==> config.mk <==
export PLATFORM = sky130hd
export DESIGN_NAME = tfhe_axil_cmd_master
export DESIGN_NICKNAME = d
export VERILOG_FILES = /design/src/rtl/tfhe_axil_cmd_master_pkg.sv /design/src/rtl/tfhe_axil_watchdog.sv /design/src/rtl/tfhe_axil_cmd_master.sv
export SDC_FILE = /design/constraint.sdc
export NUM_CORES = 1
export LEC_CHECK = 0
export ABC_AREA = 1
export CORE_UTILIZATION = 43
export DETAILED_ROUTE_END_ITERATION = 10
export HOLD_SLACK_MARGIN = 0.12
export PLACE_DENSITY = 0.85
export SETUP_SLACK_MARGIN = 0.15
export SLEW_MARGIN = 20
export SYNTH_ARGS = -nofsm -noshare
export SYNTH_HDL_FRONTEND = slang
export SYNTH_SLANG_ARGS = --single-unit
==> constraint.sdc <==
create_clock -name M_AXI_ACLK -period 3.7 [get_ports M_AXI_ACLK]
set_input_delay 0.74 -clock M_AXI_ACLK [delete_from_list [all_inputs] [get_ports M_AXI_ACLK]]
set_output_delay 0.74 -clock M_AXI_ACLK [all_outputs]
set_load 0.1 [all_outputs]
==> src/rtl/tfhe_axil_cmd_master_pkg.sv <==
// Shared definitions for the TFHE accelerator AXI4-Lite command master:
// FSM encoding, AXI response codes and the accelerator register map.
package tfhe_axil_cmd_master_pkg;

    typedef enum logic [2:0] {
        IDLE         = 3'd0,
        WR_ADDR_DATA = 3'd1,
        WR_RESP      = 3'd2,
        RD_ADDR      = 3'd3,
        RD_DATA      = 3'd4,
        RESP         = 3'd5,
        ERR          = 3'd6
    } state_e;

    localparam logic [1:0] AXI_RESP_OKAY   = 2'd0;
    localparam logic [1:0] AXI_RESP_EXOKAY = 2'd1;
    localparam logic [1:0] AXI_RESP_SLVERR = 2'd2;
    localparam logic [1:0] AXI_RESP_DECERR = 2'd3;

    localparam logic [2:0] AXI_PROT_DEFAULT = 3'b000;

    // Accelerator control register byte offsets.
    localparam logic [7:0] REG_CTRL        = 8'h00;
    localparam logic [7:0] REG_STATUS      = 8'h04;
    localparam logic [7:0] REG_KEY_BASE    = 8'h08;
    localparam logic [7:0] REG_CT_IN_BASE  = 8'h0C;
    localparam logic [7:0] REG_CT_OUT_BASE = 8'h10;
    localparam logic [7:0] REG_IRQ         = 8'h14;

    // States in which a bus transaction is waiting on the slave.
    function automatic logic in_flight(input state_e s);
        return (s == WR_ADDR_DATA) || (s == WR_RESP) ||
               (s == RD_ADDR)      || (s == RD_DATA);
    endfunction

endpackage

==> src/rtl/tfhe_axil_watchdog.sv <==
// Per-transaction cycle counter; flags expiry after C_TIMEOUT_CYCLES cycles,
// counting the cycle in which the transaction was accepted.
module tfhe_axil_watchdog #(
    parameter int C_TIMEOUT_CYCLES = 1024
) (
    input  logic clk,
    input  logic rst,
    input  logic clear,
    input  logic enable,
    output logic expired
);

    localparam int CW = $clog2(C_TIMEOUT_CYCLES + 1);
    localparam logic [CW-1:0] LIMIT = CW'(C_TIMEOUT_CYCLES);

    logic [CW-1:0] count_q;
    logic [CW-1:0] count_d;

    always_comb begin
        count_d = count_q;
        if (clear) begin
            count_d = enable ? CW'(1) : '0;
        end else if (enable && (count_q != LIMIT)) begin
            count_d = count_q + 1'b1;
        end
    end

    // Expiry fires on the cycle whose increment would make the count reach the limit.
    assign expired = enable && !clear && (count_q >= (LIMIT - 1'b1));

    always_ff @(posedge clk or posedge rst) begin
        if (rst) begin
            count_q <= '0;
        end else begin
            count_q <= count_d;
        end
    end

endmodule

==> src/rtl/tfhe_axil_cmd_master.sv <==
// Single-outstanding AXI4-Lite master turning simple commands into bus
// reads/writes, with a per-transaction watchdog that parks the FSM in ERR.
module tfhe_axil_cmd_master
    import tfhe_axil_cmd_master_pkg::*;
#(
    parameter int C_M_AXI_DATA_WIDTH = 32,
    parameter int C_M_AXI_ADDR_WIDTH = 6,
    parameter int C_TIMEOUT_CYCLES   = 1024
) (
    input  logic                              M_AXI_ACLK,
    input  logic                              M_AXI_ARESET,
    input  logic                              cmd_valid,
    output logic                              cmd_ready,
    input  logic                              cmd_write,
    input  logic [C_M_AXI_ADDR_WIDTH-1:0]     cmd_addr,
    input  logic [C_M_AXI_DATA_WIDTH-1:0]     cmd_wdata,
    input  logic [C_M_AXI_DATA_WIDTH/8-1:0]   cmd_wstrb,
    output logic                              rsp_valid,
    input  logic                              rsp_ready,
    output logic [C_M_AXI_DATA_WIDTH-1:0]     rsp_rdata,
    output logic [1:0]                        rsp_resp,
    output logic                              error,
    output logic [C_M_AXI_ADDR_WIDTH-1:0]     M_AXI_AWADDR,
    output logic [2:0]                        M_AXI_AWPROT,
    output logic                              M_AXI_AWVALID,
    input  logic                              M_AXI_AWREADY,
    output logic [C_M_AXI_DATA_WIDTH-1:0]     M_AXI_WDATA,
    output logic [C_M_AXI_DATA_WIDTH/8-1:0]   M_AXI_WSTRB,
    output logic                              M_AXI_WVALID,
    input  logic                              M_AXI_WREADY,
    input  logic [1:0]                        M_AXI_BRESP,
    input  logic                              M_AXI_BVALID,
    output logic                              M_AXI_BREADY,
    output logic [C_M_AXI_ADDR_WIDTH-1:0]     M_AXI_ARADDR,
    output logic [2:0]                        M_AXI_ARPROT,
    output logic                              M_AXI_ARVALID,
    input  logic                              M_AXI_ARREADY,
    input  logic [C_M_AXI_DATA_WIDTH-1:0]     M_AXI_RDATA,
    input  logic [1:0]                        M_AXI_RRESP,
    input  logic                              M_AXI_RVALID,
    output logic                              M_AXI_RREADY
);

    localparam int DW = C_M_AXI_DATA_WIDTH;
    localparam int AW = C_M_AXI_ADDR_WIDTH;
    localparam int SW = C_M_AXI_DATA_WIDTH / 8;

    // Handshakes: a transfer happens on a rising edge where valid and ready are
    // both high; a raised valid keeps itself and its payload until that edge.

    state_e          state_q, state_d;
    logic [AW-1:0]   addr_q, addr_d;
    logic [DW-1:0]   wdata_q, wdata_d;
    logic [SW-1:0]   wstrb_q, wstrb_d;
    logic            awvalid_q, awvalid_d;
    logic            wvalid_q, wvalid_d;
    logic            arvalid_q, arvalid_d;
    logic [DW-1:0]   rsp_rdata_q, rsp_rdata_d;
    logic [1:0]      rsp_resp_q, rsp_resp_d;

    logic            cmd_fire;
    logic            aw_fire;
    logic            w_fire;
    logic            ar_fire;
    logic            wdog_clear;
    logic            wdog_enable;
    logic            wdog_expired;

    assign cmd_ready = (state_q == IDLE) && !M_AXI_ARESET;
    assign cmd_fire  = cmd_valid && cmd_ready;
    assign aw_fire   = awvalid_q && M_AXI_AWREADY;
    assign w_fire    = wvalid_q && M_AXI_WREADY;
    assign ar_fire   = arvalid_q && M_AXI_ARREADY;

    assign wdog_clear  = cmd_fire;
    assign wdog_enable = cmd_fire || in_flight(state_q);

    tfhe_axil_watchdog #(
        .C_TIMEOUT_CYCLES (C_TIMEOUT_CYCLES)
    ) u_watchdog (
        .clk     (M_AXI_ACLK),
        .rst     (M_AXI_ARESET),
        .clear   (wdog_clear),
        .enable  (wdog_enable),
        .expired (wdog_expired)
    );

    always_comb begin
        state_d     = state_q;
        addr_d      = addr_q;
        wdata_d     = wdata_q;
        wstrb_d     = wstrb_q;
        rsp_rdata_d = rsp_rdata_q;
        rsp_resp_d  = rsp_resp_q;
        // Each channel valid drops only on its own handshake, in every state.
        awvalid_d   = awvalid_q && !M_AXI_AWREADY;
        wvalid_d    = wvalid_q && !M_AXI_WREADY;
        arvalid_d   = arvalid_q && !M_AXI_ARREADY;

        case (state_q)
            IDLE: begin
                if (cmd_fire) begin
                    addr_d  = cmd_addr;
                    wdata_d = cmd_wdata;
                    wstrb_d = cmd_wstrb;
                    if (cmd_write) begin
                        awvalid_d = 1'b1;
                        wvalid_d  = 1'b1;
                        state_d   = WR_ADDR_DATA;
                    end else begin
                        arvalid_d = 1'b1;
                        state_d   = RD_ADDR;
                    end
                end
            end
            WR_ADDR_DATA: begin
                if ((!awvalid_q || aw_fire) && (!wvalid_q || w_fire)) begin
                    state_d = WR_RESP;
                end else if (wdog_expired) begin
                    state_d = ERR;
                end
            end
            WR_RESP: begin
                if (M_AXI_BVALID) begin
                    rsp_resp_d  = M_AXI_BRESP;
                    rsp_rdata_d = '0;
                    state_d     = RESP;
                end else if (wdog_expired) begin
                    state_d = ERR;
                end
            end
            RD_ADDR: begin
                if (ar_fire) begin
                    state_d = RD_DATA;
                end else if (wdog_expired) begin
                    state_d = ERR;
                end
            end
            RD_DATA: begin
                if (M_AXI_RVALID) begin
                    rsp_resp_d  = M_AXI_RRESP;
                    rsp_rdata_d = M_AXI_RDATA;
                    state_d     = RESP;
                end else if (wdog_expired) begin
                    state_d = ERR;
                end
            end
            RESP: begin
                if (rsp_ready) begin
                    state_d = IDLE;
                end
            end
            ERR: begin
                state_d = ERR;
            end
            default: begin
                state_d = IDLE;
            end
        endcase
    end

    always_ff @(posedge M_AXI_ACLK or posedge M_AXI_ARESET) begin
        if (M_AXI_ARESET) begin
            state_q     <= IDLE;
            addr_q      <= '0;
            wdata_q     <= '0;
            wstrb_q     <= '0;
            awvalid_q   <= 1'b0;
            wvalid_q    <= 1'b0;
            arvalid_q   <= 1'b0;
            rsp_rdata_q <= '0;
            rsp_resp_q  <= '0;
        end else begin
            state_q     <= state_d;
            addr_q      <= addr_d;
            wdata_q     <= wdata_d;
            wstrb_q     <= wstrb_d;
            awvalid_q   <= awvalid_d;
            wvalid_q    <= wvalid_d;
            arvalid_q   <= arvalid_d;
            rsp_rdata_q <= rsp_rdata_d;
            rsp_resp_q  <= rsp_resp_d;
        end
    end

    assign rsp_valid = (state_q == RESP);
    assign rsp_rdata = rsp_rdata_q;
    assign rsp_resp  = rsp_resp_q;
    assign error     = (state_q == ERR);

    assign M_AXI_AWADDR  = addr_q;
    assign M_AXI_AWPROT  = AXI_PROT_DEFAULT;
    assign M_AXI_AWVALID = awvalid_q;
    assign M_AXI_WDATA   = wdata_q;
    assign M_AXI_WSTRB   = wstrb_q;
    assign M_AXI_WVALID  = wvalid_q;
    assign M_AXI_BREADY  = (state_q == WR_RESP);
    assign M_AXI_ARADDR  = addr_q;
    assign M_AXI_ARPROT  = AXI_PROT_DEFAULT;
    assign M_AXI_ARVALID = arvalid_q;
    assign M_AXI_RREADY  = (state_q == RD_DATA);

endmodule
* Yosys cells after proc, flatten, opt, wreduce, memory -nomap -nowiden
Index checks and enable logic that the tools add are counted.
** Storage, ports and cells
- Output and inout bits :: 96
- Register bits :: 93
- Bits of input ports :: 88
** Cells by class
- Order comparisons :: 1
- $add $sub $neg :: 1
- Equal/unequal tests :: 11
- Reductions and logical operators :: 31
- Multiplexer cells :: 27
** Operators with widths (count)
- $mux W32 :: 2
- $pmux W32 S2 :: 1
- $mux W11 :: 2
- $mux W3 :: 7
- $pmux W3 S7 :: 1
- $logic_and A1 B1 Y1 :: 12
- $add A11 B1 Y11 const B :: 1
- $ge A11 B10 Y1 const B :: 1
- $ne A11 B11 Y1 const B :: 1
- $mux W1 :: 10
- $eq A3 B3 Y1 const B :: 3
- $logic_not A1 Y1 :: 7
- $eq A3 B2 Y1 const B :: 2
- $logic_or A1 B1 Y1 :: 6
- $mux W2 :: 3
- $ne A2 B2 Y1 const B :: 3
- $pmux W2 S2 :: 1
- $reduce_and A2 Y1 :: 2
- $reduce_bool A2 Y1 :: 2
- $eq A3 B1 Y1 const B :: 1
- $logic_not A3 Y1 :: 1
- $reduce_and A3 Y1 :: 1
- $ne A2 B1 Y1 const B :: 1

* Logic depth before layout (Yosys ltp)
- Word-level depth :: 10
- Depth in mapped cells :: 12
- Mapped depth without buffers :: 12

* Hierarchy
Synthesis repeated with hierarchy kept, for this count alone.
** Second synthesis, totals
- Cell total of the unflattened synthesis :: 530
- Area, all modules :: 4296.6 um^2
** By module, submodules not included
- tfhe_axil_cmd_master :: cells an instance 416, area an instance 3505.9 um^2, times used 1
- tfhe_axil_watchdog :: cells an instance 114, area an instance 790.8 um^2, times used 1

* Worst setup path before layout
No wires, ideal clock.
- Path kind :: flip-flop to output port
- Start point :: register state_q[2]
- End point :: output error
- Data arrival time :: 2652 ps
- Cell stages (with the launch flop) :: 3
- Path slack :: 308 ps
- Path through :: dfrtp_1 -> inv_1 -> nor3_1
** Between the ends
- Word-level cells in the longest chain between the ends :: 1
** Ends and longest elaborated chain
- start: declaration :: RTL line tfhe_axil_cmd_master.sv:51 : state_e state_q, state_d;
- start signal: assignment :: RTL line tfhe_axil_cmd_master.sv:174 : state_q <= state_d;
- $eq A3 B3 Y1 :: RTL line tfhe_axil_cmd_master.sv:189 : assign error = (state_q == ERR);
- end: declaration :: RTL line tfhe_axil_cmd_master.sv:22 : output logic error,
No other way between the ends.

* Final worst setup path
- Start point :: register arvalid_q, in the netlist M_AXI_ARVALID
- End point :: output M_AXI_ARVALID
** RTL lines
- start: declaration :: RTL line tfhe_axil_cmd_master.sv:57 : logic arvalid_q, arvalid_d;
- start signal: assignment :: RTL line tfhe_axil_cmd_master.sv:180 : arvalid_q <= arvalid_d;
- end: declaration :: RTL line tfhe_axil_cmd_master.sv:36 : output logic M_AXI_ARVALID,
No word-level cell between the ends.

==> out/summary.md <==
The flow ran to the end, and the final reports show no timing, DRC or antenna violations. Once placement finished, the instance area stood at 0.00603 sq mm. The critical-path cell with the highest stage delay was clkdlybuf4s50_1. Final sum of negative setup slack: 0 ns.

After the first detailed-routing iteration, the DRC count stood at 185. After detailed routing, the total wire length is 11.0 mm. The total of flip-flops plus latches after synthesis was 93; the global-route wire length before repair was 17.4 mm. For this design, the sink count on the clock tree is 93.

Count of input and output buffers: 177. The y dimension of the die is 102 um. The CTS buffer count is 9, and the actual slew at the worst max-slew pin is 1.01 ns.

During I/O placement, the number of pins put on the boundary was 184. Once detailed placement completed, the half-perimeter wirelength came to 7.97 mm. The share of post-route cells with drive strength above 1 is 12.1%. TritonCTS built the clock tree. The depth of the worst register-to-register path is 8. The worst setup margin came out at 1.01 ns. Average routed wire per standard cell: 13.8 um.

The sum of buffers and inverters on the critical path came out at 1. Width of the die: 102 um. The per-cell via count in the routed design came out at 4.80. For this run, design rule violations remaining after detail routing come to 0.

After clock tree synthesis, the clock-pin slew on the worst setup and hold paths is 0.09 ns. Setup violations remaining at the end of the flow were counted as 0. The netlist uses 30 different library cells. The area growth from synthesis to layout is 45.0%. For this run, the number of Yosys warnings is 0.

The H-tree was split into 3 levels. Cells fill 64.0% of the core in the end. At the end of routability-driven placement, the weighted congestion stood at 0.829. The number of pins exceeding their max-slew limit in the final report was 0.

The run gives 1.30 ns as the worst setup slack before clock tree synthesis. Walking the worst path, the cells encountered are clkdlybuf4s50_1. For the number of violations of the max-capacitance limit, the log shows 0.

The floorplan step defined a core boundary enclosing 0.00973 sq mm. The total die area is 0.0104 sq mm, and the minimum clock period is 2.69 ns. The tools report the launch instance of the worst register-to-register path as state_q[1]. Setup repair after global routing left no endpoint under its margin. The final hold violation count came out at 0.

The mapped netlist covers 0.00429 sq mm. The end point of the most critical hold path was M_AXI_WDATA[3]. The logs give 0 for the initial antenna violation count and 4 for the count of TritonRoute iterations in the first routing pass. For this run, the leading register cell type out of synthesis is dfrtp_1.

The delay of the slowest critical-path stage works out to 1.18 ns. Entering global routing, the biggest net connects 56 pins. The number of resized instances in the post-cts repair step was 0; the number of antenna cells inserted was 0. Once layout is done, the placed cells without fillers occupy 0.00623 sq mm. Count of antenna-violating nets left after detailed routing: 0. The startpoint identified for the worst hold timing path is M_AXI_WDATA[3]. The later pin in the worst-skew pair is clocked with a latency of 0.37 ns. Of the available clock period, the critical path in the final layout requires 72.7%. Of all flip-flops after synthesis, the portion carrying an async set or reset was 100%.

The tools report the post-CTS setup buffer count as 0. Number of global-route vias before repair: 3807. The worst hold path belongs to the class reg -> reg. Broken down by cell family, the worst path's largest delay share belongs to buffers and inverters. Data arrives at the worst endpoint at 1.95 ns.

The final layout contains 752 nets. A synthesized cell averages 8.64 sq um. Clock tree synthesis selected as its root buffer the cell clkbuf_8. Path type of the worst setup path: reg -> out.

The number of instances on the worst hold path is 2. The run gives 54.2% as the post-synthesis sequential area ratio. Peak clock frequency supported by timing: 372 MHz. The total global routing track utilization was 21.7%; the largest buffer count on any clock path was 2. Sort of element at the end of the critical path: a primary output. STA classifies the critical path startpoint as a flip-flop. End of the worst register-to-register path: rsp_resp[1].

For flop-to-flop paths, the worst setup slack is 1.72 ns. The global-route congestion overflow total was 0; the top fanout value on the critical path was 4. Synthesis produced a netlist whose cell count is 497. For the number of hold buffers added after cts, the log shows 0. For the worst setup path, the data required time is 2.96 ns. The count of standard-cell rows came out at 36. Detailed routing inserted a total of 3838 vias. Yosys mapped a number of flops with a built-in enable equal to 0. Across the routed clock network, the largest skew measured is 0.00603 ns. The initial core utilization was 44.1%.

Relative slew slack: 32.4%.
[stage by stage]
stage | hold WS (ns) | instances
after CTS | 0.489 | 800
after global placement | 0.461 | 784
final | 0.482 | 800
after global routing | 0.511 | 800
after detailed placement | 0.465 | 784
after floorplan | 0.507 | 502
[cell type report]
class	count	area, sq um
Multi-Input combinational cell	349	1630
Clock inverter	4	47.5
Fill cell	815	3500
Tap cell	133	166
Clock buffer	12	145
Timing Repair Buffer	181	1800
Inverter	28	109
Sequential cell	93	2330
[how the worst max path moves through the flow]
stage | startpoint | to | slack [ns] | cells after the start
final | M_AXI_ARVALID | M_AXI_ARVALID | 1.01 | 1
after global routing | M_AXI_ARVALID | M_AXI_ARVALID | 0.94 | 1
after CTS | M_AXI_ARADDR[3] | M_AXI_ARADDR[3] | 0.99 | 1
after detailed placement | M_AXI_ARESET | cmd_ready | 1.30 | 3
after global placement | M_AXI_ARESET | cmd_ready | 1.32 | 3
after floorplan | state_q[2] | error | 0.31 | 2
[kinds of logic (layout without fill, tap and decap cells)]
family | after synthesis | in the layout | share of synthesized area, %
compound gates | 67 | 67 | 10.7
fa+ha+maj | 2 | 2 | 0.583
buf+inv | 60 | 225 | 8.28
flops | 93 | 93 | 54.2
other cells | 1 | 6 | 0.0873
simple gates | 274 | 274 | 26.2
[layer usage]
metal | vias to the layer above | global-route usage, % | wire (um)
li1 | 1861 | - | -
met1 | 1796 | 24.0 | 4340
met5 | - | 0 | 0
met4 | 0 | 5.27 | 165
met3 | 11 | 9.92 | 1140
met2 | 170 | 37.9 | 5400
[flip-flops by register name, indices dropped and copies added, names as in the netlist]
register / count
M_AXI_WDATA: 32
rsp_rdata: 32
u_watchdog.count_q: 11
M_AXI_ARADDR: 6
M_AXI_WSTRB: 4
state_q: 3
rsp_resp: 2
M_AXI_ARVALID: 1
M_AXI_AWVALID: 1
M_AXI_WVALID: 1
[synthesized netlist by cell type (2+ instances only)]
cell type    n  area [sq um]
a21oi_1     10          50.1
a21oi_4      2          32.5
a31oi_1      3          18.8
buf_2        6          30.0
buf_4       16           120
buf_6        8          90.1
clkbuf_1     2          7.51
dfrtp_1     93          2330
ha_1         2          25.0
inv_1       22          82.6
inv_2        5          18.8
nand2_1    216           811
nand2_2     21           131
nand3_1      5          25.0
nor2_1      19          71.3
nor2_2       3          18.8
nor3_1       7          35.0
o21ai_0     10          50.1
o21ai_1     15          75.1
o21ai_2     22           193
[layout by cell type (no fill, tap or decap), types with 7 or more instances in the layout]
cell type	Yosys	routed
nand2_1	216	216
nor3_1	7	7
clkbuf_8	0	10
inv_1	22	21
o21ai_0	10	10
clkdlybuf4s50_1	0	172
buf_4	16	8
nand2_2	21	21
nor2_1	19	19
o21ai_1	15	15
dfrtp_1	93	93
a21oi_1	10	10
o21ai_2	22	22
Power is left out: the tool's default activity adds up to more than one toggle a clock period on the data nets, which glitch-free logic cannot reach.
